[src/rtl/bp_update_ctrl.sv]
// bp_update_ctrl: in-order sequencer for local branch predictor training.
// Ports: clk/rst_n; reinit; push_* (decode metadata in), push_ready;
//   resolve_valid/taken (M-stage outcome); upd_* predictor training port;
//   mispredict redirect pulse; init_valid/init_idx PHT init sweep; busy;
//   occupancy; sticky err_overflow/err_underflow.
module bp_update_ctrl #(
    parameter int PHT_INDEX_BITS = 7,
    parameter int BHT_INDEX_BITS = 3,
    parameter int QDEPTH         = 4
) (
    input  logic                      clk,
    input  logic                      rst_n,
    input  logic                      reinit,
    input  logic                      push_valid,
    input  logic [PHT_INDEX_BITS-1:0] push_pht_idx,
    input  logic [BHT_INDEX_BITS-1:0] push_bht_idx,
    input  logic                      push_pred_taken,
    output logic                      push_ready,
    input  logic                      resolve_valid,
    input  logic                      resolve_taken,
    output logic                      upd_valid,
    output logic [PHT_INDEX_BITS-1:0] upd_pht_idx,
    output logic [BHT_INDEX_BITS-1:0] upd_bht_idx,
    output logic                      upd_taken,
    output logic                      mispredict,
    output logic                      init_valid,
    output logic [PHT_INDEX_BITS-1:0] init_idx,
    output logic                      busy,
    output logic [$clog2(QDEPTH):0]   occupancy,
    output logic                      err_overflow,
    output logic                      err_underflow
);

    localparam int PW = $clog2(QDEPTH);
    localparam int OW = PW + 1;

    typedef enum logic {S_INIT, S_RUN} state_t;

    state_t                    state;
    logic [PHT_INDEX_BITS-1:0] q_pht [QDEPTH];
    logic [BHT_INDEX_BITS-1:0] q_bht [QDEPTH];
    logic [QDEPTH-1:0]         q_pred;
    logic [PW-1:0]             wr_ptr;
    logic [PW-1:0]             rd_ptr;

    logic run;
    logic not_empty;
    logic do_pop;
    logic mis_now;
    logic do_push;
    logic full;

    assign run       = (state == S_RUN);
    assign not_empty = (occupancy != '0);
    assign full      = (occupancy == OW'(QDEPTH));
    assign do_pop    = run & resolve_valid & not_empty;
    assign mis_now   = do_pop & (q_pred[rd_ptr] != resolve_taken);
    // A correct resolve frees the head slot this edge, so a full FIFO
    // can still take a push in the same cycle.
    assign push_ready = run & ~mispredict & ~mis_now & (~full | do_pop);
    assign do_push    = push_valid & push_ready;

    // Entry storage needs no reset: occupancy gates every read.
    always_ff @(posedge clk) begin
        if (do_push) begin
            q_pht[wr_ptr]  <= push_pht_idx;
            q_bht[wr_ptr]  <= push_bht_idx;
            q_pred[wr_ptr] <= push_pred_taken;
        end
    end

    always_ff @(posedge clk or negedge rst_n) begin
        if (!rst_n) begin
            state         <= S_INIT;
            init_idx      <= '0;
            init_valid    <= 1'b0;
            busy          <= 1'b0;
            wr_ptr        <= '0;
            rd_ptr        <= '0;
            occupancy     <= '0;
            upd_valid     <= 1'b0;
            upd_pht_idx   <= '0;
            upd_bht_idx   <= '0;
            upd_taken     <= 1'b0;
            mispredict    <= 1'b0;
            err_overflow  <= 1'b0;
            err_underflow <= 1'b0;
        end else if (!run) begin
            upd_valid  <= 1'b0;
            mispredict <= 1'b0;
            // First cycle out of reset only raises the strobe; the
            // sweep then covers every index once.
            if (!init_valid) begin
                init_valid <= 1'b1;
                busy       <= 1'b1;
            end else if (init_idx == '1) begin
                state      <= S_RUN;
                init_idx   <= '0;
                init_valid <= 1'b0;
                busy       <= 1'b0;
            end else begin
                init_idx <= init_idx + PHT_INDEX_BITS'(1);
            end
        end else if (reinit) begin
            state      <= S_INIT;
            init_idx   <= '0;
            init_valid <= 1'b1;
            busy       <= 1'b1;
            wr_ptr     <= '0;
            rd_ptr     <= '0;
            occupancy  <= '0;
            upd_valid  <= 1'b0;
            mispredict <= 1'b0;
        end else begin
            upd_valid  <= do_pop;
            mispredict <= mis_now;
            if (do_pop) begin
                upd_pht_idx <= q_pht[rd_ptr];
                upd_bht_idx <= q_bht[rd_ptr];
                upd_taken   <= resolve_taken;
            end
            // Everything still queued is younger than the
            // mispredicted branch, so it is all flushed.
            if (mis_now) begin
                wr_ptr    <= '0;
                rd_ptr    <= '0;
                occupancy <= '0;
            end else begin
                if (do_pop)
                    rd_ptr <= rd_ptr + PW'(1);
                if (do_push)
                    wr_ptr <= wr_ptr + PW'(1);
                occupancy <= occupancy + OW'(do_push) - OW'(do_pop);
            end
            if (resolve_valid & ~not_empty)
                err_underflow <= 1'b1;
            if (push_valid & ~push_ready & ~mispredict & ~mis_now)
                err_overflow <= 1'b1;
        end
    end

endmodule

[config.mk]
export PLATFORM = sky130hd
export DESIGN_NAME = bp_update_ctrl
export DESIGN_NICKNAME = d
export VERILOG_FILES = /design/src/rtl/bp_update_ctrl.sv
export SDC_FILE = /design/constraint.sdc
export NUM_CORES = 1
export LEC_CHECK = 0
export BUFFER_PORTS_ARGS = -buffer_cell sky130_fd_sc_hd__buf_2
export CORE_MARGIN = 2
export CORE_UTILIZATION = 56
export DETAILED_ROUTE_END_ITERATION = 6
export PLACE_DENSITY = 0.79
export SLEW_MARGIN = 40
export SYNTH_ARGS = -nofsm -noshare
export SYNTH_HDL_FRONTEND = slang
export SYNTH_SLANG_ARGS = --single-unit
[constraint.sdc]
create_clock -name clk -period 3.2 [get_ports clk]
set_input_delay 0.96 -clock clk [delete_from_list [all_inputs] [get_ports clk]]
set_output_delay 0.96 -clock clk [all_outputs]
set_load 0.005 [all_outputs]
* After elaboration in Yosys (flattened, before gate mapping)
Memories as Yosys holds them, arrays and structs flattened. A register that Yosys moved wholly into a read port is not among the register bits. Cells that the tools add are included.
Word-level totals: bits in latches 0, ROM bits 0, memories kept 2, memory bits (writable) 40, register bits after elaboration 26, bits of input ports 17, output and inout bits 28, word-level logic and storage cells 94
Operators by class: bitwise operators 18, shift operators 0, multiply operators 0, mux-type cells 34, equality and inequality tests 5, reductions and logical operators 14, order comparisons 3, div/mod/pow operators 0, add/sub/neg operators 5
Memories:
- q_pht | words 4, width 7, rd ports 1, clocked after memory_dff 1, write ports 1, line 40 | logic [PHT_INDEX_BITS-1:0] q_pht [QDEPTH];
- q_bht | words 4, width 3, rd ports 1, clocked after memory_dff 1, write ports 1, line 41 | logic [BHT_INDEX_BITS-1:0] q_bht [QDEPTH];
Operator list (number):
- 7-bit 2-to-1 mux | 4
- 1-bit 2-to-1 mux | 19
- 2-bit 2-to-1 mux | 6
- 1-bit AND | 11
- 3-bit AND reduction | 3
- 3-bit nonzero test | 3
- 2-bit AND reduction | 4
- 7-bit by 1-bit adder with 7-bit output (second input constant) | 1
- 7-bit equality test (second input constant) | 1
- 2-bit by 3-bit < comparator with 1-bit output (second input constant) | 2
- 3-bit 2-to-1 mux | 2
- 1-bit inverter | 6
- 2-bit by 1-bit adder with 2-bit output (second input constant) | 2
- 4-bit bitwise mux | 1
- 3-bit by 1-bit adder with 3-bit output | 1
- 3-bit equality test (second input constant) | 1
- 3-bit by 1-bit != test with 1-bit output (second input constant) | 1
- 3-bit by 1-bit subtractor with 3-bit output | 1
- 1-bit binary-select mux with 2-bit select | 1
- 1-bit demux with 2-bit select | 1
- 2-bit by 1-bit greater-or-equal comparator with 1-bit output (second input constant) | 1
- 1-bit zero test | 2
- 2-bit != test (second input constant) | 1
- 2-bit nonzero test | 1
- 3 further kinds | 3

* Depth between registers and ports, before layout
Gate-level depths: netlist (run 1).
word-level depth 12, mapped depth 12, depth with buffers taken out 11

* Least setup slack after synthesis (run 1)
OpenSTA, ideal clock, no wires.
kind input -> register, from input port resolve_valid, to register occupancy[2], data required time 3.099 ns, path slack 0.081 ns, arrival 3.019 ns, cell stages on the path 11, path buffers 0, setup time 0.101 ns, cells stage by stage or4b_1 nand3_1 nor3_1 a21oi_1 ha_1 inv_1 fa_1 xnor2_1 nor3b_1 a21oi_1 o32ai_1
Between the ends: longest elaborated chain between the ends 11, elaborated cells on any way between the ends 12, those cells by class add/sub (2); mux (2); bitwise (8)
Ends and longest elaborated chain:
- start: declaration | line 19 | input logic resolve_valid,
- 1-bit AND (*) (2 in a row) | line 56 | assign do_pop = run & resolve_valid & not_empty;
- 1-bit AND | line 57 | assign mis_now = do_pop & (q_pred[rd_ptr] != resolve_taken);
- 1-bit inverter | line 60 | assign push_ready = run & ~mispredict & ~mis_now & (~full | do_pop);
- 1-bit AND (2 in a row) | line 60
- 1-bit AND | line 61 | assign do_push = push_valid & push_ready;
- 3-bit by 1-bit adder with 3-bit output | line 133 | occupancy <= occupancy + OW'(do_push) - OW'(do_pop);
- 3-bit by 1-bit subtractor with 3-bit output | line 133
- 3-bit 2-to-1 mux (*) | line 124 | if (mis_now) begin
- 3-bit 2-to-1 mux (*) | line 104 | end else if (reinit) begin
- end signal: assignment | line 133
- end: declaration | line 29 | output logic [$clog2(QDEPTH):0] occupancy,
Every way passes the cells marked *; elsewhere a longest branch is shown, timed or not. A chain may end at the register's enable or synchronous reset.

* Final worst setup path (run 1)
Ends and elaborated chain as after synthesis.

==> run_results.csv, run 1 <==
group,metric,value,unit
placement,place_ws,-137.9,ps
pwr,power,0.002679,W
setup_path,worstPathCellList,"buf_2 -> or4b_1 -> nand3_1 -> nor3_1 -> a21oi_1 -> ha_1 -> inv_1 -> fa_1 -> xnor2_1 -> nor3b_2 -> a21oi_1 -> o32ai_1",
synth,syn_inst,205,
setup_path,cpPeakStageDelay,530,ps
detailed_routing,vias_per_cell,5.560,
clocking,clkTransAtPathRegs,80,ps
placement,placed_cell_area,3556,sq um
setup_path,worst-path-max-fanout,2,
setup_path,reg2reg_setup_slack,330,ps
detailed_routing,wl_per_cell,17.42,um
detailed_routing,firstDrtPassIters,4,
detailed_routing,route.detailed.drc,0,
synth,yosys_warnings,0,
clocking,cts_hold_buffers,0,
synth,avgSynthCellArea,15.61,sq um
synth,synth_common_cells,"edfxtp_1 (44), dfrtp_1 (32), nand2_1 (15), mux2_2 (12), inv_1 (9)",
synth,yosysTopAreaCellShare,41.28,%
clocking,clockBufferDepth,2,
detailed_routing,ant_nets,0,
finish,final_util,68.64,%
placement,port_buffers,44,
synth,ys_seq_elements,76,
setup_path,start_kind,"input pin",
clocking,cts_root_buf,"clkbuf_8",
placement,post-dp-hpwl,3871,um
timing,tightest_slew,750.7,ps
detailed_routing,drt-total-wl,5939,um
detailed_routing,num_vias,1896,
clocking,cts_resized,0,
floorplan,fp.dieArea,6336,sq um
timing,setup_viol,0,
global_route,grt_max_degree,33,
clocking,cts_buffers,9,
placement,place_congestion,0.7903,
finish,drive_above_1_share,34.94,%
placement,dp_cells,325,
timing,slew_headroom,48.52,%
clocking,worstSkewPairLatency,340,ps
timing,skew,11.02,ps
finish,nNetsFinal,288,
global_route,grt_pass1_wl,9597,um
synth,synth_edf_count,44,
global_route,grt.total_usage,21.02,%
clocking,tritoncts,"built",
setup_path,worstSetupPathType,"input pin to register",
detailed_routing,drt_iter0_markers,143,
pwr,p_per_area,708.6,nW/um^2
floorplan,initial_core_util,58.12,%
synth,synth_ff_type,"edfxtp_1",
finish,fin_cells,341,
pwr,ir_drop,401.6,uV
floorplan,die_h,79.60,um
clocking,postCtsSetupBuffers,0,
global_route,grt_pass1_vias,1890,
synth,syn-cell-area,3201,sq um
synth,synthArstFlopShare,42.11,%
floorplan,fp-row-count,27,
floorplan,ios,45,
timing,maxSlewViolCount,0,
flow_run,maxCapViolations,0,
finish,design_area,3780,sq um
clocking,htreeDepth,3,
synth,synth_cell_types,44,
global_route,grt_overflow_total,0,
setup_path,crit_arrival,3230,ps
timing,final_hold_viol_count,0,
global_route,antenna_found_initial,0,
setup_path,endpoint_kind,"register",
floorplan,dieWidth,79.60,um
status,outcome,"completed",
setup_path,critPathRequiredTime,3450,ps
synth,yosys.area.top_type,"edfxtp_1",
setup_path,critPathSlowestCell,"or4b_1",
synth,ys_seq_area_share,66.30,%
finish,diodes,0,
clocking,clock_sinks,76,
floorplan,coreArea,5507,sq um
timing,rsz0062_at_grt,"false",
synth,yosysMostFrequentCell,"edfxtp_1",
timing,fin_crit,2984,ps
pwr,leakage,1.524,nW
timing,post-route-worst-setup-slack,215.8,ps
finish,area_growth,18.10,%
setup_path,path_common_cell,"a21oi_1",
timing,fmax,335.1,MHz
hold_path,hold_path.class,"register to register",
synth,synth.area.top_cells,"edfxtp_1 (41%), dfrtp_1 (25%), mux4_2 (5.6%)",
synth,synthesis.nets,229,
timing,finalCritPeriodShare,93.26,%
report_power, final:
group	switching (W)	internal, W	total [W]	leakage [nW]
registers	0.000136	0.00118	0.00132	0.789
logic	0.000255	0.000321	0.000576	0.631
clock network	0.000348	0.000439	0.000787	0.104
cells by family (layout without fill, tap and decap cells):
kind of cell	after synthesis	count (layout)	share of synthesized area, %
fa+ha+maj	7	7	2.971
flops	76	76	66.30
buf+inv	16	80	2.228
mux	25	25	12.94
xor+xnor	5	5	1.603
simple gates	47	47	7.701
compound gates	29	29	6.255
registers in the layout, indices dropped and copies added, names as in the netlist, 2 cells and up:
name         count
upd_bht_idx      3
wr_ptr           2
rd_ptr           2
q_bht           12
q_pht           28
init_idx         7
occupancy        3
q_pred           4
upd_pht_idx      7
area by class of cell:
class,count,area [sq um]
Clock buffer,10,127.6
Clock inverter,6,88.84
Fill cell,397,1727
Inverter,9,33.78
Multi-Input combinational cell,113,1012
Sequential cell,76,2122
Tap cell,72,90.09
Timing Repair Buffer,55,305.3
final timing paths:
check,startpoint,endpoint,cells past startpoint
setup / recovery,resolve_valid,occupancy[2],12
min in group asynchronous,rst_n,err_overflow,1
hold reg to reg,err_overflow,err_overflow,1
setup reg to reg,rd_ptr[0],occupancy[2],11
hold / removal,err_overflow,err_overflow,1
max in group asynchronous,rst_n,rd_ptr[0],1
metal layers:
metal | vias to the layer above | track usage [%] | share of wire (%)
met1 | 943 | 28.28 | 44
li1 | 900 | - | -
met5 | - | 0 | 0
met2 | 44 | 32.94 | 50
met4 | 0 | 8.966 | 1.6
met3 | 9 | 5.090 | 3.9
worst max-delay path, delay by kind of cell:
family                   cells  cell delay (ps)
AO/OA/AOI/OAI                3              430
XOR/XNOR                     1              180
adder cells (fa/ha/maj)      2              560
buffers and inverters        2              150
AND/OR/NAND/NOR              4              940
cell usage in the layout (no fill, tap or decap), types with 5 or more instances in the layout:
master and count:
and2_1 5, buf_2 43, buf_4 12, clkbuf_8 9, dfrtp_1 32, edfxtp_1 44, ha_1 6, inv_1 9
mux2_2 12, mux4_2 8, nand2_1 15, nor3_1 5, o21ai_0 8
through the flow:
stage	TNS (ps)	hold slack [ps]
3_5_place_dp	-137.9	459.0
4_1_cts	0	477.2
5_1_grt	0	496.2
6_report	0	471.0
3_3_place_gp	0	457.2
2_1_floorplan	0	466.3
No activity file was read; power rests on OpenSTA's default activity.
==> inputs of run 2 (changes only) <==
--- a/config.mk
+++ b/config.mk
@@ -6,8 +6,10 @@
 export NUM_CORES = 1
 export LEC_CHECK = 0
 export BUFFER_PORTS_ARGS = -buffer_cell sky130_fd_sc_hd__buf_2
+export CELL_PAD_IN_SITES_DETAIL_PLACEMENT = 1
+export CELL_PAD_IN_SITES_GLOBAL_PLACEMENT = 2
 export CORE_MARGIN = 2
-export CORE_UTILIZATION = 56
+export CORE_UTILIZATION = 40
 export DETAILED_ROUTE_END_ITERATION = 6
 export PLACE_DENSITY = 0.79
 export SLEW_MARGIN = 40
==> run 2 against run 1 <==
- cell area is 1.1% higher
- final cell count grew 9.7%
- clock skew is 3.0 ps lower
- global-route usage down 3.9 points
- die area is 38% higher
- clock-buffer cell count up 1
- utilization decreased by 19 points
- critical path type is now input pin to output pin
- largest power group unchanged
==> run_results.csv, run 2 (synthesized netlist as in run 1, its figures left out) <==
group,metric,value,unit
clocking,cts_resized,0,
setup_path,critPathSlowestCell,"or4b_1",
timing,fmax,336.9,MHz
timing,setup_viol,0,
detailed_routing,drt_iter0_markers,76,
pwr,p_per_area,692.4,nW/um^2
setup_path,rr_worst_depth,11,
timing,tightest_slew,645.4,ps
floorplan,die_h,93.45,um
detailed_routing,num_vias,1944,
floorplan,fp.dieArea,8733,sq um
setup_path,timing.rr.end,"occupancy[2]",
clocking,postCtsSetupBuffers,0,
detailed_routing,drt-total-wl,6691,um
finish,fill_cells,789,
clocking,clkTransAtPathRegs,80,ps
finish,diodes,0,
setup_path,worst-path-max-fanout,2,
clocking,cts_root_buf,"clkbuf_8",
clocking,cts_hold_buffers,0,
finish,nNetsFinal,291,
hold_path,hold_path.class,"register to register",
detailed_routing,wl_per_cell,17.89,um
timing,rsz0062_at_grt,"false",
timing,final_hold_viol_count,0,
setup_path,crit_arrival,2010,ps
detailed_routing,vias_per_cell,5.198,
detailed_routing,firstDrtPassIters,4,
timing,post-route-worst-setup-slack,231.8,ps
finish,drive_above_1_share,35.66,%
placement,place_congestion,0.7951,
timing,setup_tns,0,ps
global_route,grt_max_degree,33,
floorplan,coreArea,7727,sq um
pwr,leakage,1.536,nW
finish,area_growth,19.35,%
status,outcome,"completed",
finish,final_common_cell,"edfxtp_1",
clocking,cts_buffers,9,
finish,layout_common_cells,"edfxtp_1 (44), buf_2 (43), dfrtp_1 (32)",
hold_path,hold_start,"err_overflow",
setup_path,crit_buf_inv,3,
placement,port_buffers,44,
hold_path,min_path_cells,1,
pwr,power,0.002645,W
clocking,worstSkewPairLatency,350,ps
setup_path,worstPathCellList,"buf_2 -> or4b_1 -> buf_4 -> nand2_1 -> nor3_1 -> buf_2",
global_route,grt_pass1_vias,2069,
timing,maxSlewViolCount,0,
clocking,tritoncts,"built",
finish,largest_register,"q_pht",
timing,slew_headroom,56.97,%
global_route,grt_overflow_total,0,
setup_path,reg2reg_setup_slack,350,ps
timing,finalCritPeriodShare,92.75,%
global_route,antenna_found_initial,0,
flow_run,maxCapViolations,0,
floorplan,fp-row-count,32,
floorplan,initial_core_util,41.42,%
clocking,htreeDepth,3,
finish,largest_register_ffs,28,
placement,post-dp-hpwl,4527,um
setup_path,cpPeakStageDelay,540,ps
placement,placed_cell_area,3616,sq um
setup_path,critPathRequiredTime,2240,ps
global_route,grt.total_usage,17.15,%
placement,place_ws,-83.30,ps
setup_path,path_common_cell,"buf_2",
setup_path,start_kind,"input pin",
detailed_routing,ant_nets,0,
clocking,clock_sinks,76,
finish,reg_top3,"q_pht x28, q_bht x12",
setup_path,crit_family,"simple AND/OR/NAND/NOR gates",
setup_path,worstSetupPathType,"input pin to output pin",
detailed_routing,route.detailed.drc,0,
pwr,ir_drop,230.2,uV
finish,design_area,3820,sq um
timing,skew,7.966,ps
floorplan,ios,45,
hold_path,hold_path_end,"err_overflow",
clocking,clockBufferDepth,2,
global_route,grt_pass1_wl,10950,um
setup_path,endpoint_kind,"output pin",
floorplan,dieWidth,93.45,um
timing,fin_crit,2968,ps
setup_path,r2r-start,"rd_ptr[0]",
[run 2: power breakdown]
part	switching, W	total, W	internal (W)	leakage, nW
clock network	0.000357	0.000742	0.000385	0.0999
logic	0.000262	0.000585	0.000323	0.647
registers	0.000138	0.00132	0.00118	0.789
total	0.000758	0.00264	0.00189	1.54
[run 2: area by class of cell]
type | instances | area [sq um] | area share [%]
Inverter | 9 | 33.78 | 0.8844
Clock inverter | 5 | 60.06 | 1.572
Sequential cell | 76 | 2122 | 55.55
Tap cell | 102 | 127.6 | 3.341
Multi-Input combinational cell | 113 | 1007 | 26.37
Clock buffer | 11 | 141.4 | 3.701
Timing Repair Buffer | 58 | 327.8 | 8.582
[run 2: metal layers]
metal	share of wire (%)	global-route usage, %	vias up
li1	-	-	903
met1	44	21.39	1002
met2	51	28.30	30
met3	2.8	4.432	9
met4	1.6	7.353	0
met5	0	0	-
[run 2: worst max-delay path by stage]
stage          depth (start not counted)            to           from
3_3_place_gp                          12  occupancy[2]  resolve_valid
5_1_grt                               12  occupancy[2]  resolve_valid
2_1_floorplan                         11  occupancy[2]  resolve_valid
6_report                               6    push_ready  resolve_valid
3_5_place_dp                          12  occupancy[2]  resolve_valid
4_1_cts                                6    push_ready  resolve_valid
[run 2: metrics by stage]
stage	instances	util [%]	hold slack, ps
2_1_floorplan	205	-	466.3
5_1_grt	374	49.43	513.1
4_1_cts	374	49.40	484.9
6_report	374	49.43	488.9
3_5_place_dp	358	46.79	468.6
3_3_place_gp	358	46.79	459.3
==> inputs of run 3 (changes only) <==
--- a/config.mk
+++ b/config.mk
@@ -8,10 +8,10 @@
 export BUFFER_PORTS_ARGS = -buffer_cell sky130_fd_sc_hd__buf_2
 export CELL_PAD_IN_SITES_DETAIL_PLACEMENT = 1
 export CELL_PAD_IN_SITES_GLOBAL_PLACEMENT = 2
-export CORE_MARGIN = 2
 export CORE_UTILIZATION = 40
 export DETAILED_ROUTE_END_ITERATION = 6
 export PLACE_DENSITY = 0.79
+export RECOVER_POWER = 100
 export SLEW_MARGIN = 40
 export SYNTH_ARGS = -nofsm -noshare
 export SYNTH_HDL_FRONTEND = slang
==> run 3 against run 2 <==
- the run now ends with max-capacitance violations, max-slew violations left
- largest power group unchanged
- clock skew rose by 2.0 ps
- critical path depth unchanged
- first-iteration DRC count down 26%
- sequential share of layout area increased by 1.1 points
- routed wire length decreased by 2.7%
- register-to-register slack improved by 80 ps
- cell area shrank 2.0%
- clock-buffer cell count unchanged
- hold slack worse by 12 ps
==> run_results.csv, run 3 (synthesized netlist as in run 1, its figures left out) <==
group,metric,value,unit
status,outcome,"finished with violations",
status,violations,"max-capacitance violations, max-slew violations",
pwr,p_int,0.001871,W
global_route,antenna_found_initial,0,
floorplan,die_h,91.45,um
detailed_routing,vias_per_cell,5.180,
setup_path,endpoint_kind,"output pin",
floorplan,coreArea,7727,sq um
finish,nNetsFinal,290,
finish,area_growth,16.97,%
timing,slew_headroom,-23.47,%
clocking,cts_hold_buffers,0,
pwr,leakage,1.424,nW
pwr,clock_power_share,28.3,%
clocking,clock_sinks,76,
timing,setup_tns,0,ps
detailed_routing,num_vias,1932,
floorplan,fp.dieArea,8363,sq um
placement,place_congestion,0.8227,
finish,fill_cells,811,
clocking,clockBufferDepth,2,
timing,skew,9.951,ps
detailed_routing,route.detailed.drc,0,
detailed_routing,drt-total-wl,6510,um
flow_run,maxCapViolations,1,
finish,layout_common_cells,"edfxtp_1 (44), dfrtp_1 (32), clkbuf_1 (29)",
setup_path,worst-path-max-fanout,2,
detailed_routing,drt_iter0_markers,56,
setup_path,timing.rr.end,"occupancy[2]",
finish,largest_register_ffs,28,
setup_path,worstSetupEndpoint,"push_ready",
pwr,pwr-share-seq,50.2,%
floorplan,ios,45,
clocking,cts_resized,0,
timing,finalCritPeriodShare,92.25,%
finish,design_area,3744,sq um
finish,final_common_cell,"edfxtp_1",
floorplan,initial_core_util,41.42,%
setup_path,critPathSlowestCell,"or4b_1",
placement,post-dp-hpwl,4318,um
floorplan,fp-row-count,32,
hold_path,hold_path.class,"register to register",
setup_path,start_kind,"input pin",
finish,register_area,2122,sq um
clocking,worstSkewPairLatency,340,ps
clocking,tritoncts,"built",
placement,port_buffers,44,
global_route,grt_max_degree,33,
timing,holdWs,477.0,ps
finish,final_util,48.45,%
setup_path,crit_start,"resolve_valid",
global_route,grt.total_usage,17.74,%
global_route,grt_overflow_total,0,
timing,fmax,338.8,MHz
clocking,cts_buffers,9,
finish,reg_top3,"q_pht x28, q_bht x12",
timing,tightest_slew,1852,ps
timing,final_hold_viol_count,0,
timing,rsz0062_at_grt,"false",
placement,placed_cell_area,3608,sq um
setup_path,crit_arrival,1990,ps
global_route,grt_pass1_wl,11050,um
pwr,power_frac_comb,21.5,%
placement,dp_cells,357,
global_route,grt_pass1_vias,2040,
setup_path,rr_worst_depth,11,
setup_path,reg2reg_setup_slack,430,ps
clocking,postCtsSetupBuffers,0,
setup_path,cpPeakStageDelay,540,ps
setup_path,r2r-start,"rd_ptr[0]",
timing,fin_crit,2952,ps
timing,maxSlewViolCount,33,
detailed_routing,firstDrtPassIters,4,
pwr,ir_drop,268.2,uV
floorplan,dieWidth,91.45,um
finish,drive_above_1_share,24.35,%
finish,fin_cells,373,
clocking,cts_root_buf,"clkbuf_8",
finish,multi_input_area,996.0,sq um
pwr,p_per_area,702.0,nW/um^2
finish,diodes,0,
pwr,switchingPower,0.0007574,W
setup_path,critPathRequiredTime,2240,ps
clocking,htreeDepth,3,
timing,setup_viol,0,
finish,largest_register,"q_pht",
setup_path,worstPathCellList,"buf_2 -> or4b_1 -> buf_4 -> nand2_1 -> nor3_1 -> clkbuf_1",
clocking,clkTransAtPathRegs,80,ps
detailed_routing,ant_nets,0,
pwr,sw_frac_of_total,28.82,%
detailed_routing,wl_per_cell,17.45,um
setup_path,worstSetupPathType,"input pin to output pin",
run 3: changes by cell type in the layout (fill, tap and decap cells not counted), sizes merged:
cell,change
buf,-29
clkbuf,+28
run 3: worst max-delay path, delay by kind of cell:
kind                   cells  cell delay, ps
buffers and inverters      3             370
and+or+nand+nor            3             670
run 3: power by group through the flow:
stage | clock, W | sequential (W) | combinational [W]
3_3_place_gp | 0 | 0.00133 | 0.000571
4_1_cts | 0.000764 | 0.00132 | 0.000596
6_report | 0.000744 | 0.00132 | 0.000564
3_5_place_dp | 0 | 0.00134 | 0.000594
2_1_floorplan | 0 | 0.00132 | 0.000342
5_1_grt | 0.000803 | 0.00134 | 0.000631
run 3: final cells by class:
class	count	area share, %
flip-flops and latches	76	56.68
repair buffers	57	7.019
well taps	102	3.409
multi-input cells	113	26.60
clock inverters	5	1.604
clock buffers	11	3.777
inverters	9	0.9024
run 3: how the worst min path moves through the flow:
stage / from / end / slack (ps) / depth (start not counted)
2_1_floorplan: err_overflow / err_overflow / 470 / 1
5_1_grt: err_underflow / err_underflow / 500 / 1
3_5_place_dp: err_underflow / err_underflow / 460 / 1
3_3_place_gp: err_overflow / err_overflow / 460 / 1
4_1_cts: err_underflow / err_underflow / 480 / 1
6_report: err_underflow / err_underflow / 480 / 1
run 3: layer usage:
layer	part of all wire [%]	GRT usage [%]
met1	47	23.65
met2	49	28.76
met3	2.7	4.104
met4	1.2	5.556
met5	0	0
run 3: stage by stage:
stage,power [W],setup slack [ps]
floorplan,0.001664,80.68
global placement,0.001904,-7.885
detailed placement,0.001936,-100.6
CTS,0.002680,235.5
global route,0.002778,72.30
finish,0.002628,248.0
